### config.mk
export PLATFORM = sky130hd
export DESIGN_NAME = ft2_fifo_arbiter
export DESIGN_NICKNAME = d
export VERILOG_FILES = /design/src/rtl/ft2_fifo_arbiter.sv
export SDC_FILE = /design/constraint.sdc
export NUM_CORES = 1
export LEC_CHECK = 0
export ABC_AREA = 1
export CAP_MARGIN = 40
export CORE_UTILIZATION = 48
export DETAILED_ROUTE_END_ITERATION = 6
export PLACE_DENSITY = 0.85
export SLEW_MARGIN = 30
export SYNTH_ARGS = -nofsm -noshare
export SYNTH_HDL_FRONTEND = slang
export SYNTH_SLANG_ARGS = --single-unit
### constraint.sdc
create_clock -name clk -period 2.6 [get_ports clk]
set_input_delay 0.52 -clock clk [delete_from_list [all_inputs] [get_ports clk]]
set_output_delay 0.52 -clock clk [all_outputs]
set_load 0.1 [all_outputs]
### src/rtl/ft2_fifo_arbiter.sv
// FT245-style FIFO bus arbiter: alternates host reads and writes over one shared
// data bus with programmable strobe widths and recovery gaps.
module ft2_fifo_arbiter #(
    parameter int unsigned RD_WAIT  = 3,
    parameter int unsigned WR_HOLD  = 3,
    parameter int unsigned IDLE_GAP = 2
) (
    input  logic       clk,
    input  logic       rst,
    input  logic       rxf_n_in,
    input  logic       txe_n_in,
    input  logic [7:0] d_in,
    output logic [7:0] d_out,
    output logic       d_oe,
    output logic       rd_n_out,
    output logic       wr_n_out,
    output logic [7:0] rx_data,
    output logic       rx_valid,
    input  logic [7:0] tx_data,
    input  logic       tx_valid,
    output logic       tx_ready,
    output logic       busy
);

    typedef enum logic [2:0] {
        IDLE,
        RD_STROBE,
        RD_RECOVER,
        WR_SETUP,
        WR_STROBE,
        WR_RECOVER
    } state_t;

    localparam logic [3:0] RD_LAST  = 4'(RD_WAIT - 1);
    localparam logic [3:0] WR_LAST  = 4'(WR_HOLD - 1);
    localparam logic [3:0] GAP_LAST = 4'(IDLE_GAP - 1);

    state_t     state_q, state_d;
    logic [3:0] cnt_q, cnt_d;
    logic       last_wr_q, last_wr_d;
    logic       rxf_meta_q, rxf_meta_d, rxf_s_q, rxf_s_d;
    logic       txe_meta_q, txe_meta_d, txe_s_q, txe_s_d;
    logic       rd_elig, wr_elig;

    logic       rd_n_q, rd_n_d;
    logic       wr_n_q, wr_n_d;
    logic       d_oe_q, d_oe_d;
    logic [7:0] d_out_q, d_out_d;
    logic [7:0] rx_data_q, rx_data_d;
    logic       rx_valid_q, rx_valid_d;
    logic       tx_ready_q, tx_ready_d;
    logic       busy_q, busy_d;

    always_ff @(posedge clk) begin
        if (rst) begin
            state_q    <= IDLE;
            cnt_q      <= '0;
            last_wr_q  <= 1'b1;
            rxf_meta_q <= 1'b1;
            rxf_s_q    <= 1'b1;
            txe_meta_q <= 1'b1;
            txe_s_q    <= 1'b1;
            rd_n_q     <= 1'b1;
            wr_n_q     <= 1'b1;
            d_oe_q     <= 1'b0;
            d_out_q    <= '0;
            rx_data_q  <= '0;
            rx_valid_q <= 1'b0;
            tx_ready_q <= 1'b0;
            busy_q     <= 1'b0;
        end else begin
            state_q    <= state_d;
            cnt_q      <= cnt_d;
            last_wr_q  <= last_wr_d;
            rxf_meta_q <= rxf_meta_d;
            rxf_s_q    <= rxf_s_d;
            txe_meta_q <= txe_meta_d;
            txe_s_q    <= txe_s_d;
            rd_n_q     <= rd_n_d;
            wr_n_q     <= wr_n_d;
            d_oe_q     <= d_oe_d;
            d_out_q    <= d_out_d;
            rx_data_q  <= rx_data_d;
            rx_valid_q <= rx_valid_d;
            tx_ready_q <= tx_ready_d;
            busy_q     <= busy_d;
        end
    end

    always_comb begin
        rxf_meta_d = rxf_n_in;
        rxf_s_d    = rxf_meta_q;
        txe_meta_d = txe_n_in;
        txe_s_d    = txe_meta_q;
        rd_elig    = !rxf_s_q;
        wr_elig    = !txe_s_q && tx_valid;
        state_d    = state_q;
        last_wr_d  = last_wr_q;
        cnt_d      = cnt_q + 4'd1;
        case (state_q)
            IDLE: begin
                // On contention the side not served last time wins.
                if (rd_elig && (!wr_elig || last_wr_q)) begin
                    state_d   = RD_STROBE;
                    last_wr_d = 1'b0;
                end else if (wr_elig) begin
                    state_d   = WR_SETUP;
                    last_wr_d = 1'b1;
                end
            end
            RD_STROBE:  if (cnt_q == RD_LAST)  state_d = RD_RECOVER;
            RD_RECOVER: if (cnt_q == GAP_LAST) state_d = IDLE;
            WR_SETUP:                          state_d = WR_STROBE;
            WR_STROBE:  if (cnt_q == WR_LAST)  state_d = WR_RECOVER;
            WR_RECOVER: if (cnt_q == GAP_LAST) state_d = IDLE;
            default:                           state_d = IDLE;
        endcase
        if (state_d != state_q) cnt_d = '0;
    end

    // Outputs are decoded from the upcoming state so every pin comes straight off a flop.
    always_comb begin
        rd_n_d     = (state_d != RD_STROBE);
        wr_n_d     = (state_d != WR_STROBE);
        d_oe_d     = (state_d == WR_SETUP) || (state_d == WR_STROBE) ||
                     ((state_d == WR_RECOVER) && (cnt_d == 4'd0));
        busy_d     = (state_d != IDLE);
        tx_ready_d = (state_q == IDLE) && (state_d == WR_SETUP);
        rx_valid_d = (state_q == RD_STROBE) && (state_d == RD_RECOVER);
        d_out_d    = tx_ready_d ? tx_data : d_out_q;
        rx_data_d  = rx_valid_d ? d_in : rx_data_q;
    end

    assign rd_n_out = rd_n_q;
    assign wr_n_out = wr_n_q;
    assign d_oe     = d_oe_q;
    assign d_out    = d_out_q;
    assign rx_data  = rx_data_q;
    assign rx_valid = rx_valid_q;
    assign tx_ready = tx_ready_q;
    assign busy     = busy_q;

endmodule
==> flow_metrics.py, run 1 <==
metrics = {
    "yosys": {
        "synth_top_area_share_pct": 50.5,
        "synthesis.nets": 194,
        "yosysSeqAreaShare_pct": 50.5,
        "avgSynthCellArea_um2": 7.93,
        "ys_top_cells_by_area": "dfxtp_1, nor2_1, o21ai_0",
        "yosysWarnings": 0,
        "synth_cell_types": 22,
        "syn_inst": 170,
        "syn_area_um2": 1350,
        "synth_seq_cells": 34,
        "synth_top_area_cell": "dfxtp_1",
    },
    "clock_network": {
        "clkTransAtPathRegs_ns": 0.10,
        "cts_setup_buffers": 0,
        "ctsResizeCount": 0,
        "cts_tree": "built",
        "numCtsBuffers": 5,
        "clk-insertion-delay-late_ns": 0.34,
        "postCtsHoldBufs": 0,
        "cts_root_buffer": "clkbuf_4",
        "cts_buffer_depth": 2,
        "htreeDepth": 2,
        "cts_sinks": 34,
    },
    "placement": {
        "pre_cts_slack_ns": 0.535,
        "io_buffer_count": 42,
        "hpwl_mm": 2.34,
        "gp_congestion": 0.964,
    },
    "final_layout": {
        "nFillCells": 214,
        "drive_gt1_share_pct": 24.4,
        "finalNetCount": 240,
        "finish.utilization_pct": 71.0,
        "area_delta_synth_final_pct": 35.1,
        "multi_input_area_um2": 571,
        "antennaDiodeCount": 0,
        "register_area_um2": 681,
    },
    "worst_hold_path": {
        "min_to": "txe_s_q",
        "min_delay_path_depth": 1,
        "hp-class": "reg -> reg",
        "hold_start": "txe_meta_q",
    },
    "global_routing": {
        "busiest_layer": "met2",
        "antenna_found_initial": 0,
        "grt_pass1_vias": 1142,
        "grt_max_degree": 20,
        "use_met2_pct": 39.8,
        "grt_util_met3_pct": 6.28,
        "grt_pass1_wl_mm": 4.69,
        "grtUsageTotal_pct": 23.0,
        "grt_use_met1_pct": 23.8,
        "grt.overflow.total": 0,
    },
    "outcome": {
        "status": "complete, no violations",
    },
    "worst_setup_path": {
        "criticalPathCategory": "reg -> reg",
        "cp_num_buf_inv": 3,
        "crit_slowest_cell": "dfxtp_1",
        "crit_family": "simple AND/OR/NAND/NOR gates",
        "r2r_slack_ns": 0.76,
        "crit_required_ns": 2.84,
        "r2r_start": "cnt_q[0]",
        "end_kind": "register",
        "cp.arrival_ns": 2.08,
        "rr_endpoint": "d_oe",
        "path_max_fanout": 12,
        "crit_path_cell_trace": "inv_1 > ha_1 > nand3_1 > inv_1 > nand2_1 > a21oi_1 > nor2_2 > nand3_2 > nand2_1 > inv_1 > nand2_1 > a21oi_2",
        "slowest_delay_ns": 0.41,
        "cp-start-kind": "register",
        "worstSetupPathDepth": 12,
        "reg2reg_depth": 12,
    },
    "power_and_ir_drop": {
        "ir_drop_uv": 600,
        "p_leak_nw": 0.871,
        "p_per_area_nw_per_um2": 645,
    },
    "sta": {
        "holdWs_ns": 0.428,
        "worstMarginPinSlew_ns": 0.442,
        "clock_skew_ns": 0.00433,
        "setup_viol": 0,
        "max_freq_mhz": 544,
        "hold_violations": 0,
        "post-route-min-period_ns": 1.84,
        "finalCritPeriodShare_pct": 70.7,
        "max_slew_margin_pct": 70.5,
        "fin_setup_tns_ns": 0,
        "layout_setup_ws_ns": 0.762,
        "rsz0062_at_grt": "false",
        "slew_viol_final": 0,
    },
    "drt": {
        "vias_per_cell": 4.94,
        "drt-initial-drc-count": 21,
        "wl_per_cell_um": 12.1,
        "drc": 0,
        "vias": 1220,
        "drt-total-wl_mm": 3.00,
        "ant_nets": 0,
        "dr.pass1.iters": 5,
    },
    "die": {
        "fp.dieH_um": 55.0,
        "initial_core_util_pct": 52.5,
        "rows": 18,
        "num_io_pins": 43,
        "core_um2": 2570,
        "die_area_um2": 3030,
        "die_width_um": 55.0,
    },
    "flow_run": {
        "cap_violations": 0,
    },
}
## cell type report
| class | instances | area share, % |
|---|---|---|
| Clock buffer | 5 | 2.06 |
| Clock inverter | 3 | 2.20 |
| Inverter | 22 | 4.53 |
| Multi-Input combinational cell | 110 | 31.3 |
| Sequential cell | 34 | 37.4 |
| Tap cell | 30 | 2.06 |
| Timing Repair Buffer | 43 | 20.5 |
## state kept, by name, summed over array words and instances (netlist names)
name        cells
busy            1
cnt_q           4
d_oe            1
d_out           8
last_wr_q       1
rd_n_out        1
rx_data         8
rx_valid        1
rxf_meta_q      1
rxf_s_q         1
state_q         3
tx_ready        1
txe_meta_q      1
txe_s_q         1
wr_n_out        1
## metal layers
metal,wire length [um],up-vias
met5,0,-
met4,61,0
met3,161,7
met2,1570,41
met1,1200,547
li1,-,625
## layout by cell type, fill, tap and decap left out
master / count
a21oi_2: 1
nand2_1: 15
clkbuf_4: 5
o21ai_0: 16
nor2_2: 3
bufinv_16: 1
nand4_2: 1
ha_1: 3
or2_2: 4
nand3_2: 1
clkdlybuf4s50_1: 20
nand2_2: 2
nor2_1: 41
dfxtp_1: 34
buf_4: 23
nor3_1: 3
o21ai_2: 1
xor2_1: 2
inv_2: 5
nand3_1: 11
clkinv_2: 2
inv_1: 17
nor3b_2: 2
o311ai_0: 1
nor3_2: 2
a21oi_1: 1
## per-stage QoR
stage / std cells / total power [W] / cell area, um^2
after floorplan: 170 / 0.000740 / 1350
after global placement: 239 / 0.000804 / 1740
after detailed placement: 239 / 0.000813 / 1740
after CTS: 247 / 0.00118 / 1820
after global routing: 247 / 0.00123 / 1820
final: 247 / 0.00117 / 1820
## worst max-delay path by stage
stage,startpoint,to
2_1_floorplan,d_out[0],d_out[0]
3_3_place_gp,tx_valid,d_oe
3_5_place_dp,tx_valid,d_oe
4_1_cts,cnt_q[0],d_oe
5_1_grt,cnt_q[0],d_oe
6_report,cnt_q[0],d_oe
## logic make-up (layout without fill, tap and decap cells)
family	Yosys count	in the layout	synth area share [%]
flip-flops	34	34	50.5
adder cells (fa/ha/maj)	3	3	2.78
AND/OR/NAND/NOR	85	85	30.0
buffers and inverters	26	73	7.24
AO/OA/AOI/OAI	20	20	8.26
XOR/XNOR	2	2	1.30
## synthesized netlist by cell type, drive strengths merged
| master | number |
|---|---|
| a21oi | 2 |
| clkbuf | 4 |
| dfxtp | 34 |
| ha | 3 |
| inv | 22 |
| nand2 | 17 |
| nand3 | 12 |
| nand4 | 1 |
| nor2 | 44 |
| nor3 | 5 |
| nor3b | 2 |
| o21ai | 17 |
| o311ai | 1 |
| or2 | 4 |
| xor2 | 2 |
## where the power goes
part / switching, W / total, W / internal [W]
Combinational: 0.000160 / 0.000237 / 0.0000767
Sequential: 0.0000180 / 0.000563 / 0.000545
Clock: 0.000175 / 0.000374 / 0.000199
Total: 0.000353 / 0.00117 / 0.000821
(Power assumes the default switching activity.)
==> run 2, diff against run 1 <==
--- a/config.mk
+++ b/config.mk
@@ -7,9 +7,9 @@
 export LEC_CHECK = 0
 export ABC_AREA = 1
 export CAP_MARGIN = 40
-export CORE_UTILIZATION = 48
+export CORE_UTILIZATION = 45
 export DETAILED_ROUTE_END_ITERATION = 6
-export PLACE_DENSITY = 0.85
+export PLACE_DENSITY = 0.8
 export SLEW_MARGIN = 30
 export SYNTH_ARGS = -nofsm -noshare
 export SYNTH_HDL_FRONTEND = slang
==> constraint.sdc (replaced) <==
create_clock -name clk -period 1.8 [get_ports clk]
set_input_delay 0.36 -clock clk [delete_from_list [all_inputs] [get_ports clk]]
set_output_delay 0.36 -clock clk [all_outputs]
set_load 0.1 [all_outputs]
==> run 2 against run 1 <==
Net effect:
- sequential power grew 46%
- first-iteration DRC count rose by 100%
- the flow now finishes with violations (DRC)
- combinational power rose by 68%
- utilization grew 4.6 points
- hold slack lost 0.0083 ns
- clock skew is 0.0041 ns higher
- largest cell class is now buffers
- non-clock buffer count increased by 5
==> flow_metrics.py, run 2 (same netlist as run 1, synthesis figures left out) <==
metrics = {
    "outcome": {
        "status": "complete, but fails checks",
        "failed_checks": "DRC",
    },
    "sta": {
        "setup_viol": 0,
        "layout_setup_ws_ns": 0.202,
        "finalCritPeriodShare_pct": 88.8,
        "slew_viol_final": 0,
        "rsz0062_at_grt": "false",
        "clock_skew_ns": 0.00841,
        "post-route-min-period_ns": 1.60,
        "max_slew_margin_pct": 65.7,
        "worstMarginPinSlew_ns": 0.514,
        "hold_violations": 0,
        "max_freq_mhz": 626,
    },
    "die": {
        "rows": 19,
        "die_width_um": 56.7,
        "fp.dieH_um": 56.7,
        "die_area_um2": 3220,
        "initial_core_util_pct": 48.1,
        "num_io_pins": 43,
        "core_um2": 2810,
    },
    "global_routing": {
        "grt_max_degree": 20,
        "grtUsageTotal_pct": 23.0,
        "grt_pass1_vias": 1321,
        "grt_pass1_wl_mm": 5.51,
        "grt.overflow.total": 0,
        "antenna_found_initial": 0,
    },
    "final_layout": {
        "stdcell_count": 253,
        "layout_common_cells": "nor2_1, dfxtp_1, buf_12",
        "antennaDiodeCount": 0,
        "nFillCells": 202,
        "area_delta_synth_final_pct": 57.2,
        "drive_gt1_share_pct": 26.6,
        "finalNetCount": 245,
        "final_common_cell": "nor2_1",
    },
    "drt": {
        "drc": 5,
        "drt-initial-drc-count": 42,
        "vias": 1299,
        "ant_nets": 0,
        "dr.pass1.iters": 6,
        "vias_per_cell": 5.13,
        "wl_per_cell_um": 13.3,
        "drt-total-wl_mm": 3.36,
    },
    "worst_setup_path": {
        "criticalPathCategory": "reg -> reg",
        "end_kind": "register",
        "path_max_fanout": 6,
        "crit_required_ns": 2.05,
        "cp.arrival_ns": 1.85,
        "cp-start-kind": "register",
    },
    "worst_hold_path": {
        "hp-class": "reg -> reg",
    },
    "placement": {
        "gp_congestion": 0.798,
        "io_buffer_count": 42,
        "hpwl_mm": 2.60,
        "pre_cts_slack_ns": -0.0657,
        "placed_cells": 245,
    },
    "flow_run": {
        "cap_violations": 0,
    },
    "clock_network": {
        "clk-insertion-delay-late_ns": 0.35,
        "postCtsHoldBufs": 0,
        "clkTransAtPathRegs_ns": 0.10,
        "numCtsBuffers": 5,
        "cts_tree": "built",
        "cts_root_buffer": "clkbuf_4",
        "cts_sinks": 34,
        "ctsResizeCount": 0,
        "cts_buffer_depth": 2,
        "htreeDepth": 2,
        "cts_setup_buffers": 0,
    },
    "power_and_ir_drop": {
        "p_leak_nw": 0.954,
        "p_per_area_nw_per_um2": 789,
        "ir_drop_uv": 596,
    },
}
run 2: cell types whose count changed in the layout (fill, tap and decap cells not counted):
cell,change
buf_12,+22
clkbuf_1,+1
dfxtp_2,+2
bufinv_16,-1
clkinv_2,-1
dfxtp_1,-2
clkbuf_8,+1
buf_4,-17
run 2: area by class of cell:
| type | count | area, um^2 | area share, % |
|---|---|---|---|
| Clock inverter | 1 | 5.00 | 0.236 |
| Tap cell | 31 | 38.8 | 1.83 |
| Multi-Input combinational cell | 110 | 571 | 26.9 |
| Clock buffer | 7 | 55.1 | 2.60 |
| Sequential cell | 34 | 683 | 32.2 |
| Timing Repair Buffer | 48 | 686 | 32.3 |
| Inverter | 22 | 82.6 | 3.89 |
run 2: per-stage QoR:
step                cell area [um^2]  total power (W)  util (%)  setup TNS (ns)  hold slack, ns
global placement                2060          0.00122      73.4               0           0.398
finish                          2120          0.00167      75.6               0           0.420
CTS                             2120          0.00168      75.5               0           0.420
global route                    2120          0.00174      75.6               0           0.441
floorplan                       1350          0.00107         -               0           0.389
detailed placement              2060          0.00124      73.4         -0.0657           0.402
run 2: per-layer routing:
| layer | part of all wire [%] | GRT usage (%) | routed length, um | up-vias |
|---|---|---|---|---|
| li1 | - | - | - | 633 |
| met2 | 53 | 41.0 | 1770 | 60 |
| met1 | 37 | 21.9 | 1240 | 590 |
| met5 | 0 | 0 | 0 | - |
| met3 | 6.9 | 5.99 | 232 | 16 |
| met4 | 3.6 | 19.2 | 121 | 0 |
run 2: worst max-delay path: stages, from the launching register on:
cell and delay, ns:
dfxtp_1 0.39, nor2_2 0.18, nand2_1 0.11, nor2_2 0.10
nand2_2 0.10, nand3_1 0.09, nand2_1 0.07, nor2_2 0.13
nand3_2 0.09, nand2_1 0.08, inv_1 0.04, nand2_1 0.07
a21oi_2 0.05
run 2: final timing paths:
path	startpoint	end	slack, ns	depth (start not counted)
worst min-delay path	txe_meta_q	txe_s_q	0.42	1
worst min register to register	txe_meta_q	txe_s_q	0.42	1
worst max-delay path	state_q[2]	d_oe	0.20	12
worst max register to register	state_q[2]	d_oe	0.20	12
run 2: power breakdown:
| part | switching [W] | internal (W) | leakage [nW] |
|---|---|---|---|
| registers | 0.0000344 | 0.000789 | 0.277 |
| logic | 0.000239 | 0.000158 | 0.641 |
| clock network | 0.000263 | 0.000189 | 0.0353 |
| total | 0.000536 | 0.00114 | 0.954 |
==> run 3, diff against run 2 <==
--- a/config.mk
+++ b/config.mk
@@ -7,7 +7,9 @@
 export LEC_CHECK = 0
 export ABC_AREA = 1
 export CAP_MARGIN = 40
+export CORE_ASPECT_RATIO = 1.1
 export CORE_UTILIZATION = 45
+export CTS_CLUSTER_DIAMETER = 200
 export DETAILED_ROUTE_END_ITERATION = 6
 export PLACE_DENSITY = 0.8
 export SLEW_MARGIN = 30
==> run 3 against run 2 <==
Net effect:
- the run now ends clean
- die area barely moved
- register-to-register slack worse by 0.04 ns
- sequential share of layout area fell by 0.51 points
- routed wire length shrank 11%
- combinational power fell by 1%
- hold slack barely moved
- critical endpoint is now busy
==> flow_metrics.py, run 3 (same netlist as run 1, synthesis figures left out) <==
metrics = {
    "outcome": {
        "status": "complete, no violations",
    },
    "die": {
        "initial_core_util_pct": 48.1,
        "fp.dieH_um": 59.4,
        "die_area_um2": 3220,
        "rows": 20,
        "die_width_um": 54.2,
        "core_um2": 2800,
        "num_io_pins": 43,
    },
    "sta": {
        "post-route-min-period_ns": 1.64,
        "hold_violations": 0,
        "worstMarginPinSlew_ns": 0.361,
        "max_slew_margin_pct": 75.6,
        "layout_setup_ws_ns": 0.158,
        "fin_setup_tns_ns": 0,
        "slew_viol_final": 0,
        "setup_viol": 0,
        "max_freq_mhz": 609,
        "holdWs_ns": 0.420,
        "clock_skew_ns": 0.00787,
        "finalCritPeriodShare_pct": 91.2,
        "rsz0062_at_grt": "false",
    },
    "flow_run": {
        "cap_violations": 0,
    },
    "power_and_ir_drop": {
        "ir_drop_uv": 981,
        "p_per_area_nw_per_um2": 829,
        "p_leak_nw": 0.960,
    },
    "final_layout": {
        "layout_common_cells": "nor2_1, dfxtp_1, buf_12",
        "antennaDiodeCount": 0,
        "final_cell_area_um2": 2150,
        "stdcell_count": 253,
        "final_common_cell": "nor2_1",
        "area_delta_synth_final_pct": 59.2,
        "finalNetCount": 244,
        "nFillCells": 207,
        "drive_gt1_share_pct": 25.5,
    },
    "clock_network": {
        "numCtsBuffers": 5,
        "postCtsHoldBufs": 0,
        "cts_sinks": 34,
        "cts_root_buffer": "clkbuf_4",
        "clk-insertion-delay-late_ns": 0.33,
        "cts_setup_buffers": 0,
        "cts_tree": "built",
        "htreeDepth": 2,
        "cts_buffer_depth": 2,
        "clkTransAtPathRegs_ns": 0.10,
        "ctsResizeCount": 0,
    },
    "worst_setup_path": {
        "cp_common_cell": "inv_1",
        "crit_required_ns": 2.03,
        "crit_path_cell_trace": "inv_1 > ha_1 > nand3_1 > inv_1 > nand2_1 > buf_4 > nand3_1 > inv_1 > nor2_1 > nor2_1 > nand2_1",
        "end_kind": "register",
        "cp-start-kind": "register",
        "criticalPathCategory": "reg -> reg",
        "path_max_fanout": 11,
        "cp.arrival_ns": 1.87,
        "crit_slowest_cell": "dfxtp_1",
        "slowest_delay_ns": 0.41,
    },
    "placement": {
        "placed_area_um2": 2070,
        "placed_cells": 246,
        "io_buffer_count": 42,
        "hpwl_mm": 2.26,
        "pre_cts_slack_ns": 0.00851,
        "gp_congestion": 0.839,
    },
    "drt": {
        "drt-initial-drc-count": 38,
        "vias_per_cell": 4.90,
        "vias": 1240,
        "wl_per_cell_um": 11.8,
        "ant_nets": 0,
        "dr.pass1.iters": 5,
        "drc": 0,
        "drt-total-wl_mm": 3.00,
    },
    "global_routing": {
        "grt_pass1_vias": 1170,
        "grtUsageTotal_pct": 20.8,
        "antenna_found_initial": 0,
        "grt_max_degree": 20,
        "grt.overflow.total": 0,
        "grt_pass1_wl_mm": 4.78,
    },
    "worst_hold_path": {
        "hp-class": "reg -> reg",
    },
}
==> run 3: layout make-up <==
type | instances | area [um^2] | share of cell area [%]
clock buffer | 6 | 51.3 | 2.39
clock inverter | 1 | 30.0 | 1.40
inverter | 22 | 82.6 | 3.85
multi-input combinational | 110 | 571 | 26.6
sequential | 34 | 681 | 31.7
tap | 33 | 41.3 | 1.92
timing repair buffer | 47 | 691 | 32.2
==> run 3: worst paths after layout <==
kind / startpoint / to / depth (start not counted) / slack, ns
min: txe_meta_q / txe_s_q / 1 / 0.42
max reg2reg: cnt_q[0] / busy / 11 / 0.16
min reg2reg: txe_meta_q / txe_s_q / 1 / 0.42
max: cnt_q[0] / busy / 11 / 0.16
==> run 3: metal layers <==
metal | part of all wire, % | track usage (%)
met1 | 40 | 21.7
met2 | 53 | 37.3
met3 | 5.7 | 6.41
met4 | 1.5 | 8.79
met5 | 0 | 0
==> run 3: report_power, final <==
| part | internal, W | leakage (nW) | total [W] | switching (W) |
|---|---|---|---|---|
| combinational | 0.000159 | 0.639 | 0.000392 | 0.000233 |
| sequential | 0.000788 | 0.277 | 0.000822 | 0.0000340 |
| clock | 0.000323 | 0.0443 | 0.000567 | 0.000244 |
| total | 0.00127 | 0.960 | 0.00178 | 0.000511 |
==> run 3: per-stage QoR <==
step | utilization [%] | power, W
after floorplan | - | 0.00107
after global placement | 73.7 | 0.00122
after detailed placement | 73.7 | 0.00123
after CTS | 76.6 | 0.00179
after global routing | 76.6 | 0.00185
final | 76.6 | 0.00178
==> run 3: worst max-delay path: cells and delay by family (launching register included) <==
kind | cells | cell delay [ns]
DFF | 1 | 0.41
and+or+nand+nor | 6 | 0.51
adders and majority gates | 1 | 0.19
buffers and inverters | 4 | 0.41
